[src/rtl/alu_issue_queue.sv]
// Command FIFO feeding the combinational ALU8bit datapath, with a registered
// result stage. Commands complete strictly in acceptance order.
module alu_issue_queue #(
    parameter int DEPTH  = 4,
    parameter int ADDR_W = 2
) (
    input  logic              clk,
    input  logic              rst_n,
    input  logic              in_valid,
    output logic              in_ready,
    input  logic [7:0]        in_a,
    input  logic [7:0]        in_b,
    input  logic [3:0]        in_op,
    output logic [7:0]        alu_a,
    output logic [7:0]        alu_b,
    output logic [3:0]        alu_op,
    input  logic [7:0]        alu_result,
    input  logic [15:0]       alu_product,
    input  logic              alu_of,
    input  logic              alu_zero,
    input  logic              alu_slt,
    output logic              out_valid,
    input  logic              out_ready,
    output logic [7:0]        out_result,
    output logic [15:0]       out_product,
    output logic [3:0]        out_op,
    output logic              out_of,
    output logic              out_zero,
    output logic              out_slt,
    output logic [ADDR_W:0]   count,
    output logic [7:0]        of_count
);

    localparam logic [ADDR_W:0] FULL = (ADDR_W + 1)'(DEPTH);

    // Each entry packs {op, a, b}.
    logic [19:0]       mem [DEPTH];
    logic [ADDR_W-1:0] wr_ptr;
    logic [ADDR_W-1:0] rd_ptr;
    logic [19:0]       head;
    logic              push;
    logic              issue;
    logic              not_empty;
    logic              head_is_addsub;

    assign not_empty = (count != '0);
    assign in_ready  = (count != FULL);
    assign push      = in_valid & in_ready;
    assign issue     = not_empty & (!out_valid | out_ready);
    assign head      = mem[rd_ptr];
    assign head_is_addsub = (head[19:16] == 4'd9) || (head[19:16] == 4'd10);

    // An empty queue presents a harmless idle opcode to the ALU.
    always_comb begin
        alu_a  = 8'd0;
        alu_b  = 8'd0;
        alu_op = 4'd15;
        if (not_empty) begin
            alu_op = head[19:16];
            alu_a  = head[15:8];
            alu_b  = head[7:0];
        end
    end

    always_ff @(posedge clk) begin
        if (push) begin
            mem[wr_ptr] <= {in_op, in_a, in_b};
        end
    end

    always_ff @(posedge clk or negedge rst_n) begin
        if (!rst_n) begin
            wr_ptr <= '0;
            rd_ptr <= '0;
            count  <= '0;
        end else begin
            if (push) begin
                wr_ptr <= wr_ptr + ADDR_W'(1);
            end
            if (issue) begin
                rd_ptr <= rd_ptr + ADDR_W'(1);
            end
            if (push && !issue) begin
                count <= count + (ADDR_W + 1)'(1);
            end else if (!push && issue) begin
                count <= count - (ADDR_W + 1)'(1);
            end
        end
    end

    always_ff @(posedge clk or negedge rst_n) begin
        if (!rst_n) begin
            out_valid   <= 1'b0;
            out_result  <= '0;
            out_product <= '0;
            out_op      <= '0;
            out_of      <= 1'b0;
            out_zero    <= 1'b0;
            out_slt     <= 1'b0;
        end else if (issue) begin
            out_valid   <= 1'b1;
            out_result  <= alu_result;
            out_product <= alu_product;
            out_op      <= head[19:16];
            out_of      <= alu_of;
            out_zero    <= alu_zero;
            out_slt     <= alu_slt;
        end else if (out_ready) begin
            out_valid   <= 1'b0;
        end
    end

    // Only signed ADD/SUB overflow is tallied; the counter sticks at 255.
    always_ff @(posedge clk or negedge rst_n) begin
        if (!rst_n) begin
            of_count <= '0;
        end else if (issue && alu_of && head_is_addsub && (of_count != 8'hFF)) begin
            of_count <= of_count + 8'd1;
        end
    end

endmodule

[config.mk]
export PLATFORM = sky130hd
export DESIGN_NAME = alu_issue_queue
export DESIGN_NICKNAME = d
export VERILOG_FILES = /design/src/rtl/alu_issue_queue.sv
export SDC_FILE = /design/constraint.sdc
export NUM_CORES = 1
export LEC_CHECK = 0
export ABC_CLOCK_PERIOD_IN_PS = 4700
export CORE_AREA = 2 2 133 135
export CTS_CLUSTER_SIZE = 28
export DETAILED_ROUTE_END_ITERATION = 8
export DIE_AREA = 0 0 135 137
export GPL_TIMING_DRIVEN = 0
export MAX_ROUTING_LAYER = met4
export PLACE_DENSITY = 0.55
export SLEW_MARGIN = 20
export SYNTH_ARGS = -nofsm -noshare
export SYNTH_HDL_FRONTEND = slang
export SYNTH_SLANG_ARGS = --single-unit
[constraint.sdc]
create_clock -name clk -period 4.7 [get_ports clk]
set_clock_uncertainty 0.15 [all_clocks]
set_input_delay 1.41 -clock clk [delete_from_list [all_inputs] [get_ports clk]]
set_output_delay 1.41 -clock clk [all_outputs]
set_load 0.005 [all_outputs]
# Word-level counts from Yosys, hierarchy flattened
# Memories as Yosys holds them, arrays and structs flattened.
# Index checks and enable logic that the tools add are counted.
[classes] add_sub_neg=5 eq_ne=4 n_mux=9 bitwise=3 n_reduce_logical=12
[ops] operator="8-bit two-way mux" n=2
[ops] operator="8-bit by 1-bit adder with 8-bit output, second input constant" n=1
[ops] operator="4-bit equality test, second input constant" n=2
[ops] operator="8-bit inequality test, second input constant" n=1
[ops] operator="3-bit two-way mux" n=2
[ops] operator="1-bit logical AND" n=5
[ops] operator="2-bit by 1-bit adder with 2-bit output, second input constant" n=2
[ops] operator="1-bit two-way mux" n=4
[ops] operator="4-bit two-way mux" n=1
[ops] operator="2-bit nonzero test" n=2
[ops] operator="3-bit by 1-bit adder with 3-bit output, second input constant" n=1
[ops] operator="1-bit logical NOT" n=3
[ops] operator="3-bit inequality test, second input constant" n=1
[ops] operator="3-bit nonzero test" n=1
[ops] operator="3-bit by 1-bit subtractor with 3-bit output, second input constant" n=1
[ops] operator="1-bit AND" n=2
[ops] operator="1-bit logical OR" n=1
[ops] operator="1-bit OR" n=1
[word_totals] reg_bits=47 ramBits=80 inputBits=51 out_inout_bits=64 elab_cells=45 memories=1
[mem_list] memory="mem" depth=4 word_bits=20 read_ports=1 rd_clocked_by_memory_dff=0 write_ports=1 line_no="37" rtl="logic [19:0] mem [DEPTH];"

# Longest topological paths before layout
# Gate-level depths: netlist of the first run.
[logic_depth] ltp_word=6 mapped_depth=12 depth_no_buf=9

# Worst setup path after synthesis of the first run
# No wires, ideal clock.
[synth_path] kind="input to register" start="in out_ready" end="reg count[1]" setup_ns=0.125 t_arrival_ns=3.115 t_required_ns=4.425 setup_slack_ns=1.311 path_stages=9 path_buffers=2 cell_sequence="nand2b_1 -> and2_1 -> clkbuf_1 -> buf_2 -> inv_2 -> ha_1 -> inv_1 -> fa_1 -> mux2_2"
[synth_via] elab_chain_cells=5 elab_cells_between_ends=7 cone_classes="mux (1); bitwise (2); reduce/logical (4)"
[synth_lines] element="from (decl)" line_no="23" rtl="input logic out_ready,"
[synth_lines] element="1-bit OR *" line_no="49" rtl="assign issue = not_empty & (!out_valid | out_ready);"
[synth_lines] element="1-bit AND *" line_no="49"
[synth_lines] element="1-bit logical NOT" line_no="83" rtl="if (push && !issue) begin"
[synth_lines] element="1-bit logical AND" line_no="83"
[synth_lines] element="3-bit two-way mux or 2-bit nonzero test (tied branches)"
[synth_lines] element="to (signal assigned)" line_no="84" rtl="count <= count + (ADDR_W + 1)'(1);"
[synth_lines] element="to (signal assigned)" line_no="86" rtl="count <= count - (ADDR_W + 1)'(1);"
[synth_lines] element="to (decl)" line_no="30" rtl="output logic [ADDR_W:0] count,"
# Every way passes the cells marked *; elsewhere a longest branch is shown, timed or not.
# A chain may end at the register's enable or synchronous reset.

# Final worst setup path of the first run
[layout_path] start="reg rd_ptr[1]" end="out alu_b[1]"
[layout_via] elab_chain_cells=2
[layout_lines] element="from (decl)" line_no="39" rtl="logic [ADDR_W-1:0] rd_ptr;"
[layout_lines] element="from (signal assigned)" line_no="81" rtl="rd_ptr <= rd_ptr + ADDR_W'(1);"
[layout_lines] element="memory 4 x 20 bit"
[layout_lines] element="8-bit two-way mux" line_no="58" rtl="if (not_empty) begin"
[layout_lines] element="to (decl)" line_no="15" rtl="output logic [7:0] alu_b,"
# No other way between the ends.

==> load_flow_metrics.sql, run 1 <==
INSERT INTO impl_metrics (metric_group, metric, value, unit) VALUES
('global_routing', 'globalRouteTotalUtil', '0.124', ''),
('cts', 'post_cts.repair.setup_buffers', '0', ''),
('floorplanning', 'die_area', '18500', 'sq um'),
('floorplanning', 'io_pins', '115', ''),
('routing', 'viasPerCell', '4.34', ''),
('layout', 'ff_latch_area', '3580', 'sq um'),
('placement', 'preCtsSetupSlack', '0.445', 'ns'),
('cts', 'clock_tree_from_tritoncts', 'built', ''),
('layout', 'layout_commonest_cell', 'sky130_fd_sc_hd__clkdlybuf4s50_1', ''),
('worst_setup_path', 'cp_data_required_time', '3.14', 'ns'),
('pwr', 'irDropWorstVdd', '0.316', 'mV'),
('routing', 'drtPass1Iterations', '4', ''),
('worst_setup_path', 'cpPeakStageDelay', '0.56', 'ns'),
('worst_setup_path', 'r2r_setup_slack', '1.36', 'ns'),
('routing', 'vias', '2786', ''),
('floorplanning', 'core_area', '17100', 'sq um'),
('cts', 'cts_buffers', '17', ''),
('cts', 'clock_sink_count', '127', ''),
('sta', 'worst_slew_pin_slew', '0.697', 'ns'),
('sta', 'rsz0062_at_grt', 'false', ''),
('worst_setup_path', 'critical_path_arrival', '2.92', 'ns'),
('worst_setup_path', 'path_max_fanout', '10', ''),
('layout', 'area_taken_by_multi_input_logic_gates', '1400', 'sq um'),
('cts', 'cts.reportedPaths.clkPinSlew', '0.05', 'ns'),
('cts', 'ctsHoldBuffers', '0', ''),
('worst_setup_path', 'start_kind', 'register', ''),
('synthesis', 'ys_types', '32', ''),
('worst_setup_path', 'worstPathCellList', 'buf_1 > clkbuf_1 > mux4_2 > and2_1 > clkdlybuf4s50_1', ''),
('synthesis', 'syn-num-nets', '328', ''),
('run_status', 'status', 'complete, no violations', ''),
('hold_path', 'whs_path_depth', '1', ''),
('layout', 'most-common-layout-cells', '113 x sky130_fd_sc_hd__clkdlybuf4s50_1, 80 x sky130_fd_sc_hd__edfxtp_1, 47 x sky130_fd_sc_hd__dfrtp_1, 32 x sky130_fd_sc_hd__mux2_1, 20 x sky130_fd_sc_hd__mux4_2', ''),
('routing', 'detail_route.wl_per_cell', '16.5', 'microns'),
('hold_path', 'worst_hold_path_type', 'register to register', ''),
('layout', 'diodes', '0', ''),
('layout', 'layout-area-overhead-vs-synth', '40.6', '%'),
('worst_setup_path', 'endpoint_kind', 'primary output', ''),
('hold_path', 'min-delay-start', 'out_op[0]$_DFFE_PN0P_', ''),
('global_routing', 'grt_max_degree', '33', ''),
('synthesis', 'async_reset_ff_frac', '0.370', ''),
('global_routing', 'number_of_antenna_violations_at_the_first_check_in_global_routing', '0', ''),
('synthesis', 'post_synth_edffs', '80', ''),
('worst_setup_path', 'critical_path.slowest_cell', 'sky130_fd_sc_hd__clkbuf_1', ''),
('cts', 'cts_htree_levels', '4', ''),
('pwr', 'leakage', '0.00258', 'uW'),
('routing', 'totalWireLength', '10.6', 'mm'),
('pwr', 'power.density', '648', 'nW/um^2'),
('floorplanning', 'rows', '48', ''),
('placement', 'finalWeightedCongestion', '0.731', ''),
('cts', 'clock_insertion_delay_worst_skew', '0.41', 'ns'),
('placement', 'dp_hpwl', '7.07', 'mm'),
('flow_run', 'max-cap-violations', '0', ''),
('layout', 'stdcell_area', '7090', 'sq um'),
('floorplanning', 'initial_core_util', '0.296', ''),
('floorplanning', 'chipHeight', '137', 'microns'),
('global_routing', 'wire_length_of_the_first_global_routing_pass', '16.3', 'mm'),
('synthesis', 'syn-instance-count', '270', ''),
('worst_setup_path', 'timing.rr.end', 'count[1]$_DFFE_PN0P_', ''),
('cts', 'clk_path_buf_depth', '2', ''),
('sta', 'max_clock_freq', '0.223', 'GHz'),
('sta', 'finalCriticalPeriod', '4.48', 'ns'),
('synthesis', 'yosys_warnings', '0', ''),
('global_routing', 'first_global_vias', '2968', ''),
('layout', 'filler_cell_count', '1554', ''),
('synthesis', 'ffs_latches_synth', '127', ''),
('placement', 'port_buffers', '114', ''),
('worst_setup_path', 'worstReg2RegStart', 'count[0]$_DFFE_PN0P_', ''),
('routing', 'antenna_violating_nets_post_route', '0', ''),
('layout', 'post_route_cells_drive_above_1_share', '0.161', ''),
('routing', 'route.detailed.drc', '0', ''),
('routing', 'initialDrtViolationCount', '95', '');
-- worst max path at each step --
| stage | to | startpoint | cells after the start |
|---|---|---|---|
| floorplan | count[1]$_DFFE_PN0P_ | out_ready | 9 |
| global placement | count[1]$_DFFE_PN0P_ | out_ready | 10 |
| detailed placement | count[1]$_DFFE_PN0P_ | out_ready | 10 |
| CTS | alu_b[1] | rd_ptr[1]$_DFFE_PN0P_ | 5 |
| global route | alu_b[1] | rd_ptr[1]$_DFFE_PN0P_ | 5 |
| finish | alu_b[1] | rd_ptr[1]$_DFFE_PN0P_ | 5 |
-- critical path: cells and delay by family (launching register included) --
kind / cells / cell delay, ns
multiplexers: 1 / 0.40
flip-flops: 1 / 0.38
AND/OR/NAND/NOR: 1 / 0.19
buffers and inverters: 3 / 1.53
-- cell families after synthesis --
| kind of cell | after synthesis | share of synthesized area |
|---|---|---|
| adder cells (fa/ha/maj) | 7 | 0.0189 |
| XOR/XNOR | 13 | 0.0241 |
| AO/OA/AOI/OAI | 2 | 0.00198 |
| multiplexers | 53 | 0.163 |
| flip-flops | 127 | 0.710 |
| AND/OR/NAND/NOR | 53 | 0.0695 |
| buffers and inverters | 15 | 0.0129 |
-- state kept, by name (all words and copies together) (netlist names) --
signal / cells
count: 3
mem: 80
of_count: 8
out_of: 1
out_op: 4
out_product: 16
out_result: 8
out_slt: 1
out_valid: 1
out_zero: 1
rd_ptr: 2
wr_ptr: 2
-- cell usage after synthesis, types with 2 or more instances --
cell                        n  area (sq um)
sky130_fd_sc_hd__nor4b_4    2          47.6
sky130_fd_sc_hd__nand3_1    3          15.0
sky130_fd_sc_hd__nand2_1    8          30.0
sky130_fd_sc_hd__nand4_1    4          25.0
sky130_fd_sc_hd__nor3_1     2          10.0
sky130_fd_sc_hd__edfxtp_1  80          2400
sky130_fd_sc_hd__clkbuf_1   4          15.0
sky130_fd_sc_hd__mux4_2    20           450
sky130_fd_sc_hd__inv_1      4          15.0
sky130_fd_sc_hd__mux2_1    32           360
sky130_fd_sc_hd__and3_1     5          31.3
sky130_fd_sc_hd__nor2_1     3          11.3
sky130_fd_sc_hd__and2_1    17           106
sky130_fd_sc_hd__xnor2_1    9          78.8
sky130_fd_sc_hd__xor2_1     3          26.3
sky130_fd_sc_hd__buf_2      4          20.0
sky130_fd_sc_hd__or2_2      3          18.8
sky130_fd_sc_hd__ha_1       6          75.1
sky130_fd_sc_hd__dfrtp_1   47          1180
sky130_fd_sc_hd__nand2b_1   2          12.5
-- per-layer routing --
metal	wire [microns]	part of all wire	GRT usage	up-vias
met1	4720	0.44	0.150	1361
li1	-	-	-	1298
met4	78	0.0074	0.0451	0
met2	5000	0.47	0.194	117
met5	0	0	-	-
met3	813	0.077	0.0411	10
-- through the flow --
stage | hold WS, ns | utilization | std cells
floorplan | 0.333 | - | 270
global placement | 0.317 | 0.379 | 609
detailed placement | 0.324 | 0.380 | 610
CTS | 0.336 | 0.416 | 642
global route | 0.350 | 0.416 | 642
finish | 0.330 | 0.416 | 642
-- power by group --
part | switching, uW | leakage, uW | internal [uW] | total, uW
sequential | 138 | 0.00130 | 1510 | 1650
combinational | 654 | 0.000991 | 958 | 1610
clock | 455 | 0.000293 | 881 | 1340
-- cell type report --
class	instances	share of cell area
sequential	127	0.505
multi-input combinational	128	0.198
timing repair buffer	115	0.163
clock buffer	20	0.0616
tap	225	0.0397
clock inverter	12	0.0236
buffer	10	0.00653
inverter	5	0.00265
(Power assumes the default switching activity.)
==> run 2, diff against run 1 <==
Settings changed: GPL_TIMING_DRIVEN 0 to 1, SLEW_MARGIN 20 to default.
==> run 2 against run 1 <==
Routed wire length shrank 0.46%. Sequential power is essentially flat. Clock power shrank 6%. Global-route usage grew 0.23 points. Critical path depth shrank 2. Clock-buffer cell count grew 2. Die area is the same. Fmax grew 6.9%. Via count grew 1.9%. Setup slack gained 0.29 ns. Cell area shrank 0.46%. Critical path type unchanged. Largest power group unchanged. Highest routed layer unchanged.
==> load_flow_metrics.sql, run 2 (synthesized netlist as in run 1, its figures left out) <==
INSERT INTO impl_metrics (metric_group, metric, value, unit) VALUES
('run_status', 'status', 'complete, no violations', ''),
('routing', 'totalWireLength', '10.6', 'mm'),
('cts', 'clock_tree_from_tritoncts', 'built', ''),
('layout', 'layout-area-overhead-vs-synth', '40.0', '%'),
('routing', 'drtPass1Iterations', '4', ''),
('floorplanning', 'initial_core_util', '0.296', ''),
('worst_setup_path', 'path_max_fanout', '11', ''),
('global_routing', 'number_of_antenna_violations_at_the_first_check_in_global_routing', '0', ''),
('routing', 'route.detailed.drc', '0', ''),
('cts', 'clock_insertion_delay_worst_skew', '0.41', 'ns'),
('cts', 'cts_buffers', '17', ''),
('floorplanning', 'die_w', '135', 'microns'),
('routing', 'viasPerCell', '4.45', ''),
('layout', 'layout_commonest_cell', 'sky130_fd_sc_hd__clkdlybuf4s50_1', ''),
('routing', 'top_routing_layer_used', 'met4', ''),
('cts', 'clk_path_buf_depth', '2', ''),
('floorplanning', 'rows', '48', ''),
('routing', 'initialDrtViolationCount', '107', ''),
('hold_path', 'worst_hold_path_type', 'register to register', ''),
('layout', 'diodes', '0', ''),
('pwr', 'power.density', '640', 'nW/um^2'),
('cts', 'ctsRootBufferMaster', 'sky130_fd_sc_hd__clkbuf_16', ''),
('pwr', 'share_comb_of_total_power', '0.351', ''),
('placement', 'placed_cell_area', '6480', 'sq um'),
('layout', 'most-common-layout-cells', '113 x sky130_fd_sc_hd__clkdlybuf4s50_1, 80 x sky130_fd_sc_hd__edfxtp_1, 47 x sky130_fd_sc_hd__dfrtp_1, 32 x sky130_fd_sc_hd__mux2_1, 20 x sky130_fd_sc_hd__mux4_2', ''),
('routing', 'met3_wirelength', '765', 'microns'),
('worst_setup_path', 'start_kind', 'register', ''),
('layout', 'fin_nets', '458', ''),
('pwr', 'leakage', '0.00259', 'uW'),
('floorplanning', 'die_area', '18500', 'sq um'),
('pwr', 'irDropWorstVdd', '0.386', 'mV'),
('placement', 'finalWeightedCongestion', '0.700', ''),
('routing', 'dr_wl_met2', '4.91', 'mm'),
('sta', 'worst_slew_pin_slew', '1.07', 'ns'),
('sta', 'finalCriticalPeriod', '4.19', 'ns'),
('routing', 'detail_route.wl_per_cell', '16.5', 'microns'),
('layout', 'post_route_cells_drive_above_1_share', '0.162', ''),
('cts', 'post_cts.repair.setup_buffers', '0', ''),
('sta', 'hold_violations', '0', ''),
('routing', 'antenna_violating_nets_post_route', '0', ''),
('cts', 'cts.repair.resized', '0', ''),
('routing', 'routedLengthMet1', '4.68', 'mm'),
('sta', 'rsz0062_at_grt', 'false', ''),
('worst_setup_path', 'endpoint_kind', 'primary output', ''),
('layout', 'largest-register', 'mem', ''),
('layout', 'largest_register_ff_count', '80', ''),
('cts', 'cts.reportedPaths.clkPinSlew', '0.05', 'ns'),
('placement', 'port_buffers', '114', ''),
('sta', 'drv_slew', '0', ''),
('floorplanning', 'io_pins', '115', ''),
('floorplanning', 'chipHeight', '137', 'microns'),
('global_routing', 'first_global_vias', '3018', ''),
('sta', 'max_clock_freq', '0.239', 'GHz'),
('worst_setup_path', 'critical_path_arrival', '2.63', 'ns'),
('cts', 'clock_sink_count', '127', ''),
('sta', 'setup-tns-final', '0', 'ns'),
('floorplanning', 'core_area', '17100', 'sq um'),
('pwr', 'sw_frac_of_total', '0.276', ''),
('pwr', 'clock_power_share', '0.279', ''),
('worst_setup_path', 'cp_data_required_time', '3.14', 'ns'),
('pwr', 'netSwitchingPower', '1250', 'uW'),
('layout', 'layout_top_registers', 'mem: 80 flops, out_product: 16 flops', ''),
('cts', 'cts_htree_levels', '4', ''),
('pwr', 'power.share.sequential', '0.370', ''),
('layout', 'stdcell_area', '7060', 'sq um'),
('global_routing', 'wire_length_of_the_first_global_routing_pass', '16.6', 'mm'),
('global_routing', 'grt_overflow_total', '0', ''),
('global_routing', 'globalRouteTotalUtil', '0.126', ''),
('sta', 'final_min_period_over_clock_period', '0.892', ''),
('flow_run', 'max-cap-violations', '0', ''),
('sta', 'slew_headroom', '0.288', ''),
('placement', 'dp_hpwl', '6.81', 'mm'),
('cts', 'ctsHoldBuffers', '0', ''),
('pwr', 'intPower', '3270', 'uW'),
('sta', 'timing.final.setup_violations', '0', ''),
('routing', 'vias', '2839', ''),
('global_routing', 'grt_max_degree', '48', ''),
('worst_setup_path', 'worst-setup-path-type', 'register to primary output', '');
-- run 2: routing by layer --
layer / GRT usage / vias to the layer above
li1: - / 1293
met1: 0.149 / 1420
met2: 0.199 / 110
met3: 0.0411 / 16
met4: 0.0538 / 0
met5: - / -
-- run 2: layout make-up --
class,count,area (sq um)
fillers,1565,10000
clock buffers,22,497
repair buffers,121,1200
clock inverters,10,81.3
flip-flops and latches,127,3580
well taps,225,282
multi-input cells,128,1400
inverters,5,18.8
-- run 2: worst max-delay path, cell delays in order (launching register included) --
cell                              delay, ns
sky130_fd_sc_hd__dfrtp_1               0.80
sky130_fd_sc_hd__mux4_2                0.66
sky130_fd_sc_hd__or2_2                 0.30
sky130_fd_sc_hd__clkdlybuf4s50_1       0.46
-- run 2: per-stage QoR --
stage / worst slack [ns] / cells / hold slack (ns) / util / power (uW)
floorplan: 1.31 / 270 / 0.333 / - / 2440
global placement: 0.881 / 606 / 0.318 / 0.380 / 3300
detailed placement: 0.870 / 606 / 0.325 / 0.380 / 3320
CTS: 0.413 / 638 / 0.337 / 0.414 / 4610
global route: 0.324 / 638 / 0.351 / 0.414 / 4800
finish: 0.510 / 638 / 0.331 / 0.414 / 4520
-- run 2: final timing paths --
kind                                       start                         end  slack (ns)  cells after the start
setup / recovery           rd_ptr[0]$_DFFE_PN0P_                   alu_op[2]        0.51                      3
hold / removal              out_zero$_DFFE_PN0P_        out_zero$_DFFE_PN0P_        0.33                      1
setup reg to reg            count[0]$_DFFE_PN0P_        count[2]$_DFFE_PN0P_        1.91                      9
hold reg to reg             out_zero$_DFFE_PN0P_        out_zero$_DFFE_PN0P_        0.33                      1
max in group asynchronous                  rst_n        count[2]$_DFFE_PN0P_        2.69                      1
min in group asynchronous                  rst_n  out_product[8]$_DFFE_PN0P_        1.05                      1
-- run 2: power by group through the flow --
stage,logic (uW),clock network [uW],registers [uW]
3_3_place_gp,1620,0,1690
2_1_floorplan,788,0,1660
3_5_place_dp,1620,0,1700
4_1_cts,1630,1290,1680
5_1_grt,1750,1340,1720
6_report,1590,1260,1670
==> run 3, diff against run 2 <==
Settings changed: CORE_AREA 2 2 133 135 to 4 4 135 137, DIE_AREA 0 0 135 137 to 0 0 139 141.
==> run 3 against run 2 <==
Highest routed layer unchanged. Flip-flop and latch count did not move. Routed wire length rose by 0.81%. Sequential share of layout area rose by 0.13 points. Clock power barely moved. Combinational power barely moved. Global-route usage fell by 0.63 points. First-iteration DRC count rose by 14%. Utilization fell by 0.088 points. Register-to-register slack got worse by 0.05 ns. Power fell by 0.12%. Largest cell class unchanged. Critical endpoint is now alu_a[0]. Clock-buffer cell count fell by 5. Final cell count fell by 0.31%. Largest power group unchanged.
==> load_flow_metrics.sql, run 3 (synthesized netlist as in run 1, its figures left out) <==
INSERT INTO impl_metrics (metric_group, metric, value, unit) VALUES
('layout', 'most-common-layout-cells', '113 x sky130_fd_sc_hd__clkdlybuf4s50_1, 80 x sky130_fd_sc_hd__edfxtp_1, 46 x sky130_fd_sc_hd__dfrtp_1, 32 x sky130_fd_sc_hd__mux2_1, 20 x sky130_fd_sc_hd__mux4_2', ''),
('worst_setup_path', 'worst-setup-path-type', 'register to primary output', ''),
('routing', 'viasPerCell', '4.36', ''),
('layout', 'fin_nets', '458', ''),
('cts', 'post_cts.repair.setup_buffers', '0', ''),
('routing', 'route.detailed.drc', '0', ''),
('sta', 'rsz0062_at_grt', 'false', ''),
('layout', 'largest-register', 'mem', ''),
('worst_setup_path', 'startpoint', 'rd_ptr[0]$_DFFE_PN0P_', ''),
('sta', 'timing.final.setup_violations', '0', ''),
('placement', 'port_buffers', '114', ''),
('sta', 'worst_slew_pin_slew', '1.04', 'ns'),
('layout', 'layout_commonest_cell', 'sky130_fd_sc_hd__clkdlybuf4s50_1', ''),
('worst_setup_path', 'cp_data_required_time', '3.14', 'ns'),
('cts', 'clock_insertion_delay_worst_skew', '0.41', 'ns'),
('pwr', 'power.share.sequential', '0.367', ''),
('cts', 'cts_buffers', '17', ''),
('layout', 'filler_cell_count', '1539', ''),
('cts', 'clock_sink_count', '127', ''),
('worst_setup_path', 'timing.rr.end', 'count[2]$_DFFE_PN0P_', ''),
('sta', 'finalCriticalPeriod', '4.08', 'ns'),
('floorplanning', 'chipHeight', '141', 'microns'),
('pwr', 'netSwitchingPower', '1230', 'uW'),
('routing', 'totalWireLength', '10.6', 'mm'),
('worst_setup_path', 'cpPeakStageDelay', '0.57', 'ns'),
('worst_setup_path', 'timing.critical_path.to', 'alu_a[0]', ''),
('layout', 'diodes', '0', ''),
('floorplanning', 'initial_core_util', '0.296', ''),
('routing', 'vias', '2775', ''),
('cts', 'ctsHoldBuffers', '0', ''),
('cts', 'clk_path_buf_depth', '2', ''),
('placement', 'placed_cell_area', '6470', 'sq um'),
('layout', 'stdcell_area', '7040', 'sq um'),
('pwr', 'sw_frac_of_total', '0.272', ''),
('cts', 'cts.repair.resized', '0', ''),
('pwr', 'irDropWorstVdd', '0.250', 'mV'),
('pwr', 'clock_power_share', '0.280', ''),
('pwr', 'power.density', '641', 'nW/um^2'),
('sta', 'setup-tns-final', '0', 'ns'),
('pwr', 'share_comb_of_total_power', '0.353', ''),
('hold_path', 'worst_hold_path_type', 'register to register', ''),
('sta', 'drv_slew', '0', ''),
('layout', 'largest_register_ff_count', '80', ''),
('layout', 'layout-area-overhead-vs-synth', '39.7', '%'),
('worst_setup_path', 'start_kind', 'register', ''),
('flow_run', 'max-cap-violations', '0', ''),
('cts', 'cts_htree_levels', '4', ''),
('worst_setup_path', 'critical_path.slowest_cell', 'sky130_fd_sc_hd__dfrtp_2', ''),
('placement', 'dp_hpwl', '7.15', 'mm'),
('sta', 'hold_violations', '0', ''),
('worst_setup_path', 'worstReg2RegStart', 'count[1]$_DFFE_PN0P_', ''),
('routing', 'initialDrtViolationCount', '122', ''),
('floorplanning', 'io_pins', '115', ''),
('routing', 'antenna_violating_nets_post_route', '0', ''),
('cts', 'ctsRootBufferMaster', 'sky130_fd_sc_hd__clkbuf_16', ''),
('floorplanning', 'core_area', '17100', 'sq um'),
('worst_setup_path', 'r2r_setup_slack', '1.86', 'ns'),
('worst_setup_path', 'path_max_fanout', '12', ''),
('global_routing', 'first_global_vias', '3046', ''),
('floorplanning', 'die_w', '139', 'microns'),
('worst_setup_path', 'critical_path_arrival', '2.52', 'ns'),
('worst_setup_path', 'worstPathCellList', 'buf_4 > mux4_2 > and2_1 > clkdlybuf4s50_1', ''),
('layout', 'layout_top_registers', 'mem: 80 flops, out_product: 16 flops', ''),
('worst_setup_path', 'endpoint_kind', 'primary output', ''),
('pwr', 'intPower', '3280', 'uW'),
('global_routing', 'number_of_antenna_violations_at_the_first_check_in_global_routing', '0', ''),
('global_routing', 'wire_length_of_the_first_global_routing_pass', '17.3', 'mm'),
('floorplanning', 'rows', '48', ''),
('global_routing', 'grt_overflow_total', '0', ''),
('cts', 'cts.reportedPaths.clkPinSlew', '0.05', 'ns'),
('run_status', 'status', 'complete, no violations', ''),
('sta', 'max_clock_freq', '0.245', 'GHz'),
('pwr', 'leakage', '0.00256', 'uW'),
('routing', 'drtPass1Iterations', '4', ''),
('layout', 'post_route_cells_drive_above_1_share', '0.158', ''),
('routing', 'detail_route.wl_per_cell', '16.7', 'microns'),
('global_routing', 'globalRouteTotalUtil', '0.120', ''),
('sta', 'slew_headroom', '0.307', ''),
('placement', 'finalWeightedCongestion', '0.737', ''),
('global_routing', 'grt_max_degree', '48', ''),
('cts', 'clock_tree_from_tritoncts', 'built', ''),
('floorplanning', 'die_area', '19600', 'sq um'),
('worst_setup_path', 'worst-r2r-cell-count', '9', ''),
('sta', 'final_min_period_over_clock_period', '0.869', '');
[run 3: cell types whose count changed in the layout (fill, tap and decap cells not counted), moves of 2 or more]
cell,before,now
sky130_fd_sc_hd__inv_4,2,0
sky130_fd_sc_hd__clkinvlp_4,0,2
sky130_fd_sc_hd__clkinv_2,6,3
sky130_fd_sc_hd__bufinv_16,1,3
sky130_fd_sc_hd__clkbuf_16,19,17
sky130_fd_sc_hd__clkbuf_1,2,0
sky130_fd_sc_hd__clkinv_1,0,3
[run 3: metrics by stage]
step	setup slack (ns)	total power [uW]	instances	utilization	hold slack (ns)
2_1_floorplan	1.31	2440	270	-	0.333
3_3_place_gp	1.02	3300	606	0.379	0.317
3_5_place_dp	1.00	3320	606	0.379	0.324
4_1_cts	0.527	4620	636	0.413	0.335
5_1_grt	0.428	4810	636	0.413	0.344
6_report	0.616	4510	636	0.413	0.329
[run 3: routing by layer]
metal	wire length, microns	up-vias	part of all wire	track usage
met1	4720	1373	0.44	0.146
met5	0	-	0	-
met4	107	0	0.010	0.0355
met3	851	9	0.080	0.0533
met2	4970	110	0.47	0.181
li1	-	1283	-	-
[run 3: power by group through the flow]
stage | clock network (uW) | logic (uW) | registers [uW]
after floorplan | 0 | 788 | 1660
after global placement | 0 | 1630 | 1670
after detailed placement | 0 | 1640 | 1680
after CTS | 1300 | 1650 | 1660
after global routing | 1370 | 1740 | 1700
final | 1260 | 1590 | 1660
[run 3: area by class of cell]
cell class / instances / area [sq um] / area share
clock buffers: 17 / 425 / 0.0604
clock inverters: 13 / 149 / 0.0211
inverters: 5 / 18.8 / 0.00267
multi-input cells: 128 / 1400 / 0.199
flip-flops and latches: 127 / 3580 / 0.508
well taps: 225 / 282 / 0.0400
repair buffers: 121 / 1190 / 0.169
[run 3: worst min-delay path by stage]
| stage | start | endpoint | slack (ns) | cells after the start |
|---|---|---|---|---|
| 2_1_floorplan | out_product[2]$_DFFE_PN0P_ | out_product[2]$_DFFE_PN0P_ | 0.33 | 1 |
| 5_1_grt | out_product[9]$_DFFE_PN0P_ | out_product[9]$_DFFE_PN0P_ | 0.34 | 1 |
| 3_3_place_gp | out_zero$_DFFE_PN0P_ | out_zero$_DFFE_PN0P_ | 0.32 | 1 |
| 4_1_cts | out_product[12]$_DFFE_PN0P_ | out_product[12]$_DFFE_PN0P_ | 0.34 | 1 |
| 6_report | out_product[14]$_DFFE_PN0P_ | out_product[14]$_DFFE_PN0P_ | 0.33 | 1 |
| 3_5_place_dp | out_product[14]$_DFFE_PN0P_ | out_product[14]$_DFFE_PN0P_ | 0.32 | 1 |
[run 3: critical path, delay by kind of cell (launching register included)]
family        cells  cell delay [ns]
flops             1             0.57
mux               1             0.55
buf+inv           2             0.81
simple gates      1             0.17
